## config.mk

```make
export PLATFORM = sky130hd
export DESIGN_NAME = sram_arbiter
export DESIGN_NICKNAME = d
export VERILOG_FILES = /design/src/rtl/sram_arbiter.sv
export SDC_FILE = /design/constraint.sdc
export NUM_CORES = 1
export LEC_CHECK = 0
export ABC_AREA = 1
export BUFFER_PORTS_ARGS = -buffer_cell sky130_fd_sc_hd__buf_4
export CELL_PAD_IN_SITES_DETAIL_PLACEMENT = 1
export CELL_PAD_IN_SITES_GLOBAL_PLACEMENT = 2
export CORE_MARGIN = 1.5
export CORE_UTILIZATION = 27
export CTS_CLUSTER_SIZE = 16
export DETAILED_ROUTE_END_ITERATION = 10
export GPL_TIMING_DRIVEN = 0
export PLACE_DENSITY_LB_ADDON = 0.1
export SYNTH_ARGS = -nofsm -noshare
export SYNTH_HDL_FRONTEND = slang
export SYNTH_SLANG_ARGS = --single-unit
```

## constraint.sdc

```tcl
create_clock -name clk -period 1.9 [get_ports clk]
set_clock_uncertainty 0.15 [all_clocks]
set_input_delay 0.19 -clock clk [delete_from_list [all_inputs] [get_ports clk]]
set_output_delay 0.19 -clock clk [all_outputs]
set_load 0.01 [all_outputs]
```

## src/rtl/sram_arbiter.sv

```systemverilog
// Round-robin arbiter sharing one 16-bit SRAM between the fetch and load/store ports.
// Each 32-bit access runs as two HOLD-cycle half-word phases (LO then HI), then a one-cycle DONE.
module sram_arbiter #(
  parameter int ADDR_W = 18,
  parameter int HOLD   = 2
) (
  input  logic              clk,
  input  logic              rst,
  input  logic              if_req,
  input  logic [31:0]       if_addr,
  output logic [31:0]       if_rdata,
  output logic              if_ready,
  output logic              if_stall,
  input  logic              mem_r_en,
  input  logic              mem_w_en,
  input  logic [31:0]       mem_addr,
  input  logic [31:0]       mem_wdata,
  output logic [31:0]       mem_rdata,
  output logic              mem_ready,
  output logic              mem_stall,
  output logic [ADDR_W-1:0] sram_addr,
  output logic [15:0]       sram_dq_out,
  input  logic [15:0]       sram_dq_in,
  output logic              sram_dq_oe,
  output logic              sram_we_n,
  output logic              sram_oe_n
);
  localparam int CW = (HOLD > 1) ? $clog2(HOLD) : 1;

  typedef enum logic [1:0] {IDLE, LO, HI, DONE} state_t;

  state_t            state_reg, state_next;
  logic [CW-1:0]     cnt_reg, cnt_next;
  logic              last_cnt, mem_req, grant, grant_mem, active;
  logic              port_mem_reg, write_reg, last_mem_reg;
  logic              if_ready_reg, mem_ready_reg;
  logic [ADDR_W-2:0] addr_reg;
  logic [31:0]       wdata_reg, if_rdata_reg, mem_rdata_reg;
  logic [15:0]       lo_reg;
  logic              unused_addr_bits;

  assign mem_req   = mem_r_en | mem_w_en;
  assign last_cnt  = (cnt_reg == CW'(HOLD - 1));
  // On contention the port that did not win last time is served.
  assign grant_mem = mem_req & (~if_req | ~last_mem_reg);

  always_ff @(posedge clk or negedge rst) begin
    if (!rst) begin
      state_reg <= IDLE;
      cnt_reg   <= '0;
    end else begin
      state_reg <= state_next;
      cnt_reg   <= cnt_next;
    end
  end

  always_comb begin
    state_next = state_reg;
    cnt_next   = cnt_reg;
    grant      = 1'b0;
    case (state_reg)
      IDLE: begin
        if (if_req | mem_req) begin
          grant      = 1'b1;
          state_next = LO;
          cnt_next   = '0;
        end
      end
      LO: begin
        if (last_cnt) begin
          state_next = HI;
          cnt_next   = '0;
        end else begin
          cnt_next = cnt_reg + CW'(1);
        end
      end
      HI: begin
        if (last_cnt) begin
          state_next = DONE;
          cnt_next   = '0;
        end else begin
          cnt_next = cnt_reg + CW'(1);
        end
      end
      default: state_next = IDLE;
    endcase
  end

  always_ff @(posedge clk or negedge rst) begin
    if (!rst) begin
      port_mem_reg  <= 1'b0;
      write_reg     <= 1'b0;
      last_mem_reg  <= 1'b1;
      addr_reg      <= '0;
      wdata_reg     <= '0;
      lo_reg        <= '0;
      if_ready_reg  <= 1'b0;
      mem_ready_reg <= 1'b0;
      if_rdata_reg  <= '0;
      mem_rdata_reg <= '0;
    end else begin
      if_ready_reg  <= 1'b0;
      mem_ready_reg <= 1'b0;
      if (grant) begin
        port_mem_reg <= grant_mem;
        write_reg    <= grant_mem & mem_w_en;
        last_mem_reg <= grant_mem;
        addr_reg     <= grant_mem ? mem_addr[ADDR_W:2] : if_addr[ADDR_W:2];
        wdata_reg    <= mem_wdata;
      end
      if (state_reg == LO && last_cnt && !write_reg)
        lo_reg <= sram_dq_in;
      // Last HI cycle: assemble the read word and arm the one-cycle ready for DONE.
      if (state_reg == HI && last_cnt) begin
        if (port_mem_reg) mem_ready_reg <= 1'b1;
        else              if_ready_reg  <= 1'b1;
        if (!write_reg) begin
          if (port_mem_reg) mem_rdata_reg <= {sram_dq_in, lo_reg};
          else              if_rdata_reg  <= {sram_dq_in, lo_reg};
        end
      end
    end
  end

  assign active      = (state_reg == LO) || (state_reg == HI);
  assign sram_addr   = {addr_reg, state_reg == HI};
  assign sram_dq_out = (state_reg == HI) ? wdata_reg[31:16] : wdata_reg[15:0];
  assign sram_dq_oe  = active & write_reg;
  assign sram_we_n   = ~(active & write_reg);
  assign sram_oe_n   = ~(active & ~write_reg);

  assign if_ready  = if_ready_reg;
  assign mem_ready = mem_ready_reg;
  assign if_rdata  = if_rdata_reg;
  assign mem_rdata = mem_rdata_reg;
  assign if_stall  = if_req & ~if_ready_reg;
  assign mem_stall = mem_req & ~mem_ready_reg;

  assign unused_addr_bits = ^{if_addr[31:ADDR_W+1], if_addr[1:0],
                              mem_addr[31:ADDR_W+1], mem_addr[1:0]};
endmodule

```

# == Word level (Yosys, flattened, before mapping) ==
# Index checks and enable logic that the tools add are counted.
# totals
reg_bits,137
input_bits,117
output_inout_bits,105
wordCells,62
# classes
addsub,1
eq_ne,5
n_mux,15
bitwise,17
reduce_logical,12
# ops
operator,count
17-bit 2-to-1 mux,1
16-bit 2-to-1 mux,1
3-bit AND reduction,3
1-bit 2-to-1 mux,8
1-bit NOT,8
1-bit bitwise AND,6
2-bit 2-to-1 mux,3
2-bit case mux with 3 select lines,1
2-bit inequality test (second input constant),2
1-bit logical AND,3
1-bit OR,3
2-bit by 1-bit equality test with 1-bit output (second input constant),1
2-bit equality test (second input constant),1
2-bit logical NOT,1
2-bit by 1-bit inequality test with 1-bit output (second input constant),1
1-bit case mux with 2 select lines,1
2-bit AND reduction,1
2-bit nonzero test,1
2-bit OR reduction,1
1-bit adder (second input constant),1
1-bit logical NOT,1
1-bit logical OR,1

# == Logic depth before layout (Yosys ltp) ==
# Gate-level depths: netlist of the first run.
# logic_depth
depth_word,4
depth_mapped,8
depth_no_buf,7

# == Worst setup path after synthesis of the first run ==
# Ideal clock, no wire load.
# synth_path
path_type,register to register
startpoint,reg state_reg[0]
endpoint,reg if_rdata_reg[0] (netlist: if_rdata[0])
setup_time_ns,0.117
arrival_time_ns,1.456
required_ns,1.633
path_slack_ns,0.177
stages_incl_launch_ff,9
n_path_buf,1
synth_period_minus_slack_ns,1.723
path_cell_list,dfrtp_1 -> inv_1 -> ha_1 -> inv_2 -> nor3_4 -> nand2_1 -> buf_2 -> nand2_1 -> nand2_1
# synth_between
elab_chain_len,3
# synth_lines
item,line,text
"start, declared",32,"state_t state_reg, state_next;"
"start signal, assigned",52,state_reg <= state_next;
2-bit equality test,-,
named net sram_addr[0],21,"output logic [ADDR_W-1:0] sram_addr,"
1-bit logical AND,114,if (state_reg == HI && last_cnt) begin
3-bit AND reduction (no source line),-,
"end signal, assigned",119,"else if_rdata_reg <= {sram_dq_in, lo_reg};"
"end, declared",38,"logic [31:0] wdata_reg, if_rdata_reg, mem_rdata_reg;"
# The timed path passes the listed nets, and every way through them passes these cells.
# A chain may end at the register's enable or synchronous reset.

# == Worst setup path after layout of the first run ==
# layout_path
startpoint,reg state_reg[1]
endpoint,out sram_dq_out[14]
# layout_between
elab_chain_len,2
# layout_lines
item,line,text
2-bit equality test,127,assign sram_dq_out = (state_reg == HI) ? wdata_reg[31:16] : wdata_reg[15:0];
16-bit 2-to-1 mux,127,
"end, declared",22,"output logic [15:0] sram_dq_out,"
# Every way passes these cells.

==> summary.txt, run 1 <==
Timing
  – Slew Limit Fails: 0
  – Max-slew headroom: 65.8%
  – Final setup slack of the worst path: -0.0426 ns
  – F_max: 515 MHz
  – Endpoints failing setup: 14
  – Period utilisation layout: 102%
  – Final min period: 1.94 ns
  – Unrepaired setup endpoints after global routing: true
  – Slew of the pin with the lowest slew margin: 0.514 ns
  – Final hold viol count: 0

Routing
  – Top routing layer in use: met4
  – Routed wl met3: 1.08 mm
  – DRT iter0 DRCs: 141
  – Drt total wl: 20.2 mm
  – Residual DRC: 0
  – Drt first pass iters: 4
  – M1 wire length: 8.80 mm
  – Routed wire per std cell: 15.5 um
  – Via count: 5716
  – DR WL met2: 10.1 mm
  – Final ANT Viol Nets: 0
  – Detail-routed via count per cell: 4.38

Yosys
  – Seq/Total Area, Yosys: 58.8%
  – Top flip-flop cell by instance count after synthesis: dfrtp_1
  – Ys async rst share: 100%
  – Ranking of synthesized cells by area: dfrtp_1, nand2_1, nand3_1
  – Most frequent cell after synthesis: nand2_1
  – Post-synth top area share: 58.3%
  – Mapped Nets: 831
  – Most instantiated cells after synthesis: nand2_1, dfrtp_1, inv_1, nand3_1, o21ai_0
  – Synthesized flop and latch total: 137
  – Synthesized area per cell: 8.22 um^2
  – Synth Warn #: 0
  – Synth Cell Area: 0.00583 mm^2
  – Distinct cell type count after synthesis: 20
  – Number of enable flip-flop cells after synthesis: 0
  – Post-synth top area cell: dfrtp_1
  – Syn Inst Count: 710

Floorplan
  – Initial Util: 27.7%
  – Die Footprint: 0.0225 mm^2
  – Die H: 150 um
  – Site Rows: 53
  – Core ar.: 0.0211 mm^2
  – IO Pins: 222
  – Die X-Extent: 150 um

Global route
  – GR Util All Layers: 18.8%
  – Initial antenna violation count: 0
  – Global-route wire length before repair: 32.2 mm
  – GRT overflow: 0
  – Largest net degree at the start of global routing: 90
  – Vias in the first global route: 6137

Finish
  – Share of cells above drive strength 1: 30.1%
  – Syn-to-layout area delta: 62.9%
  – Nets@finish: 1139
  – # diodes: 0
  – Non-Filler Instances: 1306
  – Post-route cell area: 0.00950 mm^2

Min path
  – Critical hold path startpoint: mem_r_en
  – HP Class: in -> reg

Clock tree
  – CTS sink cnt: 137
  – Cts bufs inserted: 17
  – Root Buffer: clkbuf_16
  – CTS tree: done
  – H-tree Lvls: 4
  – Clock latency on the worst-skew pair: 0.42 ns
  – Clock Pin Slew Worst Setup and Hold Paths: 0.07 ns
  – CTS Buffer Depth: 2

Power and ir drop
  – VDD IR-drop max: 707 uV
  – Cell area power density: 1650 mW/mm^2
  – Tot Pwr: 15.7 mW
  – P_leak: 5.20 nW

Place
  – Area after DPL: 0.00764 mm^2
  – Cell count after placement: 1177
  – Gp weighted congestion: 0.779
  – Place WS: -0.238 ns
  – IO buf count: 191
  – DP HPWL: 14.1 mm

Setup path
  – Worst Path Max Fanout: 10
  – Reg2reg start: state_reg[0]
  – CP arrival: 1.60 ns
  – Startpoint types: register
  – Crit. End Element: primary output
  – CP Class: reg -> out
  – Crit path required time: 1.56 ns
  – Critical Path Source: state_reg[1]

Status
  – Failing checks: negative setup slack
  – Status: finished, violations left

Flow run
  – Max Cap Viol: 0
cells by family (layout without fill, tap and decap cells):
family,Yosys count,count (layout),share of synthesized area (%)
simple gates,400,400,27.7
flops,137,137,58.8
buf+inv,113,434,7.72
compound gates,56,56,4.93
fa+ha+maj,4,4,0.858
path summary, 6_finish.rpt:
check | endpoint | slack [ns] | cells after the start
max in group asynchronous | last_mem_reg | 0.63 | 3
worst min-delay path | addr_reg[16] | 0.04 | 5
worst max-delay path | sram_dq_out[14] | -0.04 | 6
min in group asynchronous | if_rdata[4] | 0.12 | 2
worst max register to register | mem_rdata[5] | 0.10 | 7
worst min register to register | last_mem_reg | 0.32 | 2
report_power, final:
part	internal, mW	total [mW]	switching, mW
Clock	1.72	3.14	1.42
Sequential	4.37	5.41	1.05
Combinational	3.38	7.14	3.77
Total	9.46	15.7	6.24
final cells by class:
| class | count | area [um^2] |
|---|---|---|
| fill | 2532 | 11600 |
| sequential | 137 | 3430 |
| timing repair buffer | 289 | 2480 |
| multi-input combinational | 460 | 2160 |
| clock buffer | 17 | 425 |
| tap | 275 | 344 |
| inverter | 79 | 304 |
| buffer | 34 | 223 |
| clock inverter | 15 | 134 |
cells in the final DEF (no fill, tap or decap), types with 6 or more instances in the layout:
cell type / instances
nand2_1: 291
dfrtp_1: 136
buf_2: 20
nand3_1: 71
inv_6: 6
inv_1: 75
clkbuf_16: 20
dlygate4sd3_1: 84
nand2_2: 13
buf_6: 18
buf_4: 186
nand2_4: 18
o21ai_0: 52
through the flow:
step / utilization, % / setup TNS [ns] / hold WS (ns)
after CTS: 44.3 / -0.881 / 0.0481
final: 45.1 / -0.337 / 0.0398
after detailed placement: 36.2 / -12.89 / 0.0134
after global routing: 45.1 / -1.81 / 0.0463
after global placement: 36.1 / -28.17 / 0.235
after floorplan: - / 0 / -0.256
layer usage:
layer / vias up / global-route usage [%]
li1: 2813 / -
met4: 0 / 6.47
met2: 146 / 31.8
met3: 20 / 4.60
met5: - / 0
met1: 2737 / 23.2
what timing repair did:
action                                  CTS  global route
gates cloned                              1             0
hold endpoints to repair                146             0
pin swaps                                15             7
buffers inserted                          7             5
gates resized for setup                  67            40
endpoints found under the setup margin   90            83
hold buffers                             84             0
worst max-delay path: stages, from the launching register on:
cell	delay (ns)
dfrtp_1	0.43
ha_4	0.21
inv_6	0.11
clkbuf_16	0.17
nand2_1	0.08
nand2_4	0.09
buf_6	0.10
Note: power is estimated with default switching activity, not from simulation.
==> run 2: changes to the inputs <==
- CORE_UTILIZATION: 27 -> 29
- clock period: 1.9 -> 2.5 ns (I/O delays scaled with it)
==> summary.txt, run 2 (same netlist as run 1, synthesis figures left out) <==
Setup path
  – CP Class: reg -> reg
  – CP arrival: 2.52 ns (+0.92 ns)
  – Worst stage delay on the critical path: 0.56 ns (+0.13 ns)
  – Crit path max-delay cell type: dlygate4sd3_1
  – Crit. End Element: register
  – Crit path required time: 2.67 ns (+1.11 ns)
  – Cell Chain, Critical Path: nand2_1 -> o21ai_2 -> buf_2 -> nand2_1 -> nand3_1 -> dlygate4sd3_1 -> nand2_1
  – Startpoint types: register
  – Worst path bufs/invs: 2 (-1)
  – Crit-path leading delay family: buffers and inverters
  – Worst Path Max Fanout: 10 (unchanged)
  – Most used cell, CP: nand2_1

Clock tree
  – Root Buffer: clkbuf_16
  – Post-CTS sizing: 0 (-100%)
  – Clock Pin Slew Worst Setup and Hold Paths: 0.07 ns (about the same)
  – CTS Buffer Depth: 2 (unchanged)
  – CTS sink cnt: 137 (unchanged)
  – Cts bufs inserted: 17 (unchanged)
  – H-tree Lvls: 4 (unchanged)
  – CTS tree: done
  – Post-CTS setup repair buffer count: 0 (-7)
  – Clock latency on the worst-skew pair: 0.42 ns (about the same)

Timing
  – Final min period: 2.35 ns
  – Final hold viol count: 0 (unchanged)
  – Endpoints failing setup: 0 (-14)
  – Slew Limit Fails: 0 (unchanged)
  – Max-slew headroom: 63.0% (-2.7 points)
  – Unrepaired setup endpoints after global routing: false
  – TNS Setup: 0 ns (+0.337 ns)
  – Slew of the pin with the lowest slew margin: 0.554 ns (+0.0408 ns)
  – Hold Slack: 0.0174 ns (-0.0224 ns)
  – F_max: 426 MHz
  – Period utilisation layout: 93.9%

Floorplan
  – Initial Util: 29.8% (+2.1 points)
  – Core ar.: 0.0196 mm^2 (-7.1%)
  – Site Rows: 51 (-3.8%)
  – Die X-Extent: 145 um (-3.4%)
  – Die Footprint: 0.0210 mm^2 (-6.8%)
  – IO Pins: 222 (unchanged)
  – Die H: 145 um (-3.4%)

Finish
  – Most frequent cells in the layout: nand2_1, buf_4, dfrtp_1
  – Post-route cell area: 0.00896 mm^2 (-5.7%)
  – Share of cells above drive strength 1: 24.8% (-5.3 points)
  – Syn-to-layout area delta: 53.7%
  – Commonest non-fill, non-tap cell in the layout: nand2_1
  – Final Util: 45.8% (+0.70 points)
  – Nets@finish: 1116 (-2.0%)
  – # diodes: 0 (unchanged)

Routing
  – Detail-routed via count per cell: 4.42 (+0.98%)
  – Via count: 5626 (-1.6%)
  – Routed wire per std cell: 15.2 um (-2.0%)
  – Residual DRC: 0 (unchanged)
  – Drt first pass iters: 4 (unchanged)
  – Final ANT Viol Nets: 0 (unchanged)
  – Top routing layer in use: met4
  – DRT iter0 DRCs: 156 (+11%)
  – DR WL met2: 10.0 mm (-0.87%)
  – M1 wire length: 8.26 mm (-6.2%)
  – Routed wl met3: 903 um (-16%)
  – Drt total wl: 19.3 mm (-4.5%)

Global route
  – GR Util All Layers: 19.3% (+0.55 points)
  – GRT overflow: 0 (unchanged)
  – Largest net degree at the start of global routing: 81 (-10%)
  – Vias in the first global route: 5927 (-3.4%)
  – Global-route wire length before repair: 30.7 mm (-4.4%)
  – Initial antenna violation count: 0 (unchanged)

Place
  – DP HPWL: 14.0 mm (-0.64%)
  – IO buf count: 191 (unchanged)
  – Area after DPL: 0.00763 mm^2 (-0.16%)
  – Gp weighted congestion: 0.765 (-1.8%)

Min path
  – HP Class: in -> reg

Flow run
  – Max Cap Viol: 0 (unchanged)

Power and ir drop
  – P_leak: 4.91 nW (-5.7%)
  – Cell area power density: 1260 mW/mm^2 (-24%)
  – VDD IR-drop max: 538 uV (-24%)

Status
  – Status: complete, no violations
-- run 2: cell types whose count changed in the layout (fill, tap and decap cells not counted), moves of 3 or more --
| cell | before | now |
|---|---|---|
| nand2_1 | 291 | 322 |
| nand2_2 | 13 | 0 |
| clkbuf_1 | 4 | 12 |
| buf_6 | 18 | 1 |
| buf_4 | 186 | 191 |
| clkbuf_16 | 20 | 17 |
| nand2_4 | 18 | 0 |
| clkbuf_2 | 4 | 0 |
| dlygate4sd3_1 | 84 | 76 |
-- run 2: worst min-delay path, delay by kind of cell --
family	cells	cell delay, ns
AND/OR/NAND/NOR	3	0.20
buffers and inverters	2	0.10
-- run 2: timing repair --
| action | in CTS | in global routing |
|---|---|---|
| endpoints found under the setup margin | 11 | 0 |
| hold buffers | 76 | 0 |
| hold endpoints to repair | 149 | 0 |
-- run 2: area by class of cell --
cell class                      count  area [um^2]
Fill cell                        2387        10600
Sequential cell                   137         3430
Timing Repair Buffer              268         2230
Multi-Input combinational cell    460         1950
Clock buffer                       17          425
Tap cell                          265          332
Inverter                           79          297
Clock inverter                     15          155
Buffer                             32          146
-- run 2: through the flow --
stage	instances	setup slack (ns)	power, mW
after floorplan	710	0.769	6.26
after global placement	1166	0.400	8.59
after detailed placement	1167	0.384	8.75
after global routing	1273	0.00414	12.2
final	1273	0.152	11.3
after CTS	1273	0.145	11.5
-- run 2: power breakdown --
| part | switching, mW | leakage, nW | internal [mW] | total (mW) |
|---|---|---|---|---|
| clock | 1.09 | 0.279 | 1.41 | 2.50 |
| sequential | 0.710 | 1.68 | 3.32 | 4.03 |
| combinational | 2.64 | 2.95 | 2.12 | 4.76 |
-- run 2: final timing paths --
check | from | end | slack, ns | cells past startpoint
worst min register to register | last_mem_reg | last_mem_reg | 0.32 | 2
min in group asynchronous | rst | mem_rdata[3] | 0.22 | 2
worst max register to register | last_mem_reg | addr_reg[9] | 0.15 | 7
worst min-delay path | mem_addr[5] | addr_reg[3] | 0.02 | 5
worst max-delay path | last_mem_reg | addr_reg[9] | 0.15 | 7
max in group asynchronous | rst | last_mem_reg | 1.15 | 3
-- run 2: per-layer routing --
layer  up-vias  global-route usage [%]
met1      2738                    23.1
met4         0                    4.94
met2       120                    34.5
met3        12                    4.84
met5         -                       0
li1       2756                       -
==> run 3: changes to the inputs <==
- ABC_AREA: 1 -> unset
- CORE_UTILIZATION: 29 -> 34
==> summary.txt, run 3 <==
Routing
  – Drt total wl: 14.7 mm (-24%)
  – Final ANT Viol Nets: 0 (unchanged)
  – Detail-routed via count per cell: 4.54 (+2.8%)
  – Drt first pass iters: 3 (-1)
  – Via count: 4008 (-29%)
  – Residual DRC: 0 (unchanged)
  – Routed wire per std cell: 16.7 um (+9.9%)
  – DRT iter0 DRCs: 115 (-26%)

Yosys
  – Number of enable flip-flop cells after synthesis: 0 (unchanged)
  – Distinct cell type count after synthesis: 31 (+55%)
  – XOR/XNOR Fraction of Synth Area: 0% (unchanged)
  – Most frequent cell after synthesis: dfrtp_1
  – Synthesized flop and latch total: 137 (unchanged)
  – Multiplexer share of the synthesized area: 29.4% (+29 points)
  – Synth Warn #: 0 (unchanged)
  – Post-Synth Adder-Cell Area: 0.892% (+0.034 points)
  – Simple-gate share of the synthesized area: 2.83% (-25 points)
  – Post-synth top area cell: dfrtp_1
  – Most instantiated cells after synthesis: dfrtp_1, mux2_2, nand2_1, mux2i_1, o21ai_0
  – Seq/Total Area, Yosys: 61.1% (+2.3 points)
  – Compound-Gate Fraction of Synth Area: 3.03% (-1.9 points)
  – Largest family of logic cells by synthesized area: multiplexers
  – Synthesized area per cell: 15.3 um^2 (+86%)
  – Syn Inst Count: 368 (-48%)
  – Mapped Nets: 489 (-41%)
  – Top flip-flop cell by instance count after synthesis: dfrtp_1
  – Ranking of synthesized cells by area: dfrtp_1, mux2_2, mux2i_1
  – Synth Cell Area: 0.00561 mm^2 (-3.8%)
  – Ys async rst share: 100% (unchanged)
  – Post-synth top area share: 60.6% (+2.3 points)

Floorplan
  – IO Pins: 222 (unchanged)
  – Die H: 131 um (-9.2%)
  – Die X-Extent: 131 um (-9.2%)
  – Core ar.: 0.0160 mm^2 (-18%)
  – Initial Util: 35.1% (+5.3 points)
  – Die Footprint: 0.0173 mm^2 (-18%)
  – Site Rows: 46 (-9.8%)

Finish
  – Commonest non-fill, non-tap cell in the layout: buf_4
  – Share of cells above drive strength 1: 56.5% (+32 points)
  – Post-route cell area: 0.00873 mm^2 (-2.6%)
  – Multi-input gate area: 0.00203 mm^2 (+3.7%)
  – Fill cells: 1646 (-31%)
  – Most frequent cells in the layout: buf_4, dfrtp_1, mux2_2
  – Non-Filler Instances: 882 (-31%)
  – Register Area: 0.00343 mm^2 (unchanged)
  – Final Util: 54.6% (+8.8 points)
  – Nets@finish: 774 (-31%)
  – # diodes: 0 (unchanged)
  – Syn-to-layout area delta: 55.6%

Clock tree
  – H-tree Lvls: 4 (unchanged)
  – Root Buffer: clkbuf_16
  – CTS sink cnt: 137 (unchanged)
  – CTS Buffer Depth: 2 (unchanged)
  – Cts bufs inserted: 17 (unchanged)
  – Clock Pin Slew Worst Setup and Hold Paths: 0.06 ns (about the same)
  – Post-CTS setup repair buffer count: 0 (unchanged)
  – CTS tree: done
  – Clock latency on the worst-skew pair: 0.41 ns (about the same)

Global route
  – Vias in the first global route: 4618 (-22%)
  – Largest net degree at the start of global routing: 79 (-2.5%)
  – Global-route wire length before repair: 24.5 mm (-20%)
  – GR Util All Layers: 18.1% (-1.2 points)
  – Initial antenna violation count: 0 (unchanged)
  – GRT overflow: 0 (unchanged)

Timing
  – Slew Limit Fails: 0 (unchanged)
  – F_max: 432 MHz (+1.5%)
  – Period utilisation layout: 92.6% (-1.4 points)
  – Hold Slack: 0.00285 ns (-0.0146 ns)
  – Final min period: 2.31 ns (-0.0339 ns)
  – Final setup slack of the worst path: 0.186 ns (+0.0339 ns)
  – TNS Setup: 0 ns (unchanged)
  – Max-slew headroom: 60.9% (-2.1 points)
  – Slew of the pin with the lowest slew margin: 0.586 ns (+0.0315 ns)
  – Final hold viol count: 0 (unchanged)
  – Unrepaired setup endpoints after global routing: false
  – Endpoints failing setup: 0 (unchanged)

Power and ir drop
  – VDD IR-drop max: 596 uV (+11%)
  – P_leak: 4.09 nW (-17%)
  – Tot Pwr: 11.4 mW (+1.0%)
  – Cell area power density: 1310 mW/mm^2 (+3.7%)

Setup path
  – Startpoint types: register
  – Critical Path Source: state_reg[0]
  – Reg2reg start: state_reg[0]
  – Crit. End Element: primary output
  – Worst Path Max Fanout: 19 (+9)
  – Crit path required time: 2.10 ns (-0.57 ns)
  – CP arrival: 1.91 ns (-0.61 ns)
  – CP Class: reg -> out

Min path
  – Critical hold path startpoint: mem_addr[15]
  – HP Class: in -> reg

Place
  – Place WS: 0.235 ns (-0.149 ns)
  – IO buf count: 191 (unchanged)
  – Cell count after placement: 776 (-34%)
  – Gp weighted congestion: 0.748 (-2.2%)
  – DP HPWL: 10.1 mm (-28%)
  – Area after DPL: 0.00735 mm^2 (-3.7%)

Flow run
  – Max Cap Viol: 0 (unchanged)

Status
  – Status: complete, no violations
## run 3: cell count changes after synthesis, sizes merged, moves of 2 or more
cell	previous run	this run
nand3	71	0
nand2	322	19
o21ai	54	17
mux2	0	130
clkbuf	14	3
inv	79	3
a22o	0	2
mux2i	0	18
buf	20	17
nand2b	0	2
## run 3: worst max-delay path: stages (launching register included)
cell,delay (ns)
dfrtp_1,0.39
inv_1,0.11
ha_1,0.23
buf_6,0.24
mux2_2,0.37
buf_4,0.15
## run 3: kinds of logic after synthesis
family | after synthesis
and+or+nand+nor | 31
muxes | 148
DFF | 137
adders and majority gates | 4
buffers and inverters | 23
AOI/OAI and AO/OA | 25
## run 3: area by class of cell
class                   instances  share of cell area, %
flip-flops and latches        137                   39.3
repair buffers                267                   25.4
multi-input cells             208                   23.2
clock buffers                  23                   5.70
well taps                     216                   3.09
plain buffers                  19                   1.65
clock inverters                 9                   1.56
inverters                       3                  0.129
## run 3: layer usage
metal	global-route usage [%]	part of all wire, %	vias up
li1	-	-	1867
met1	21.0	41	2003
met2	32.5	53	120
met3	4.44	4.8	18
met4	6.60	1.5	0
met5	0	0	-
## run 3: what timing repair did
action,in CTS,in global routing
resized for setup,0,1
endpoints found under the hold margin,152,0
hold buffers,75,0
endpoints found under the setup margin,9,36
## run 3: power breakdown
| group | internal [mW] | switching [mW] | leakage [nW] | total (mW) |
|---|---|---|---|---|
| sequential | 3.36 | 0.633 | 1.62 | 4.00 |
| clock | 1.71 | 0.937 | 0.306 | 2.64 |
| combinational | 2.76 | 2.00 | 2.16 | 4.76 |
| total | 7.83 | 3.57 | 4.09 | 11.4 |
## run 3: path summary, 6_finish.rpt
check                                  end  slack (ns)  cells past startpoint
max                        sram_dq_out[15]        0.19                      5
min                           addr_reg[13]       0.003                      3
max reg2reg                   if_rdata[21]        0.20                      7
min reg2reg                    addr_reg[1]        0.33                      2
max in group asynchronous    wdata_reg[11]        1.20                      3
min in group asynchronous      if_rdata[3]        0.23                      2
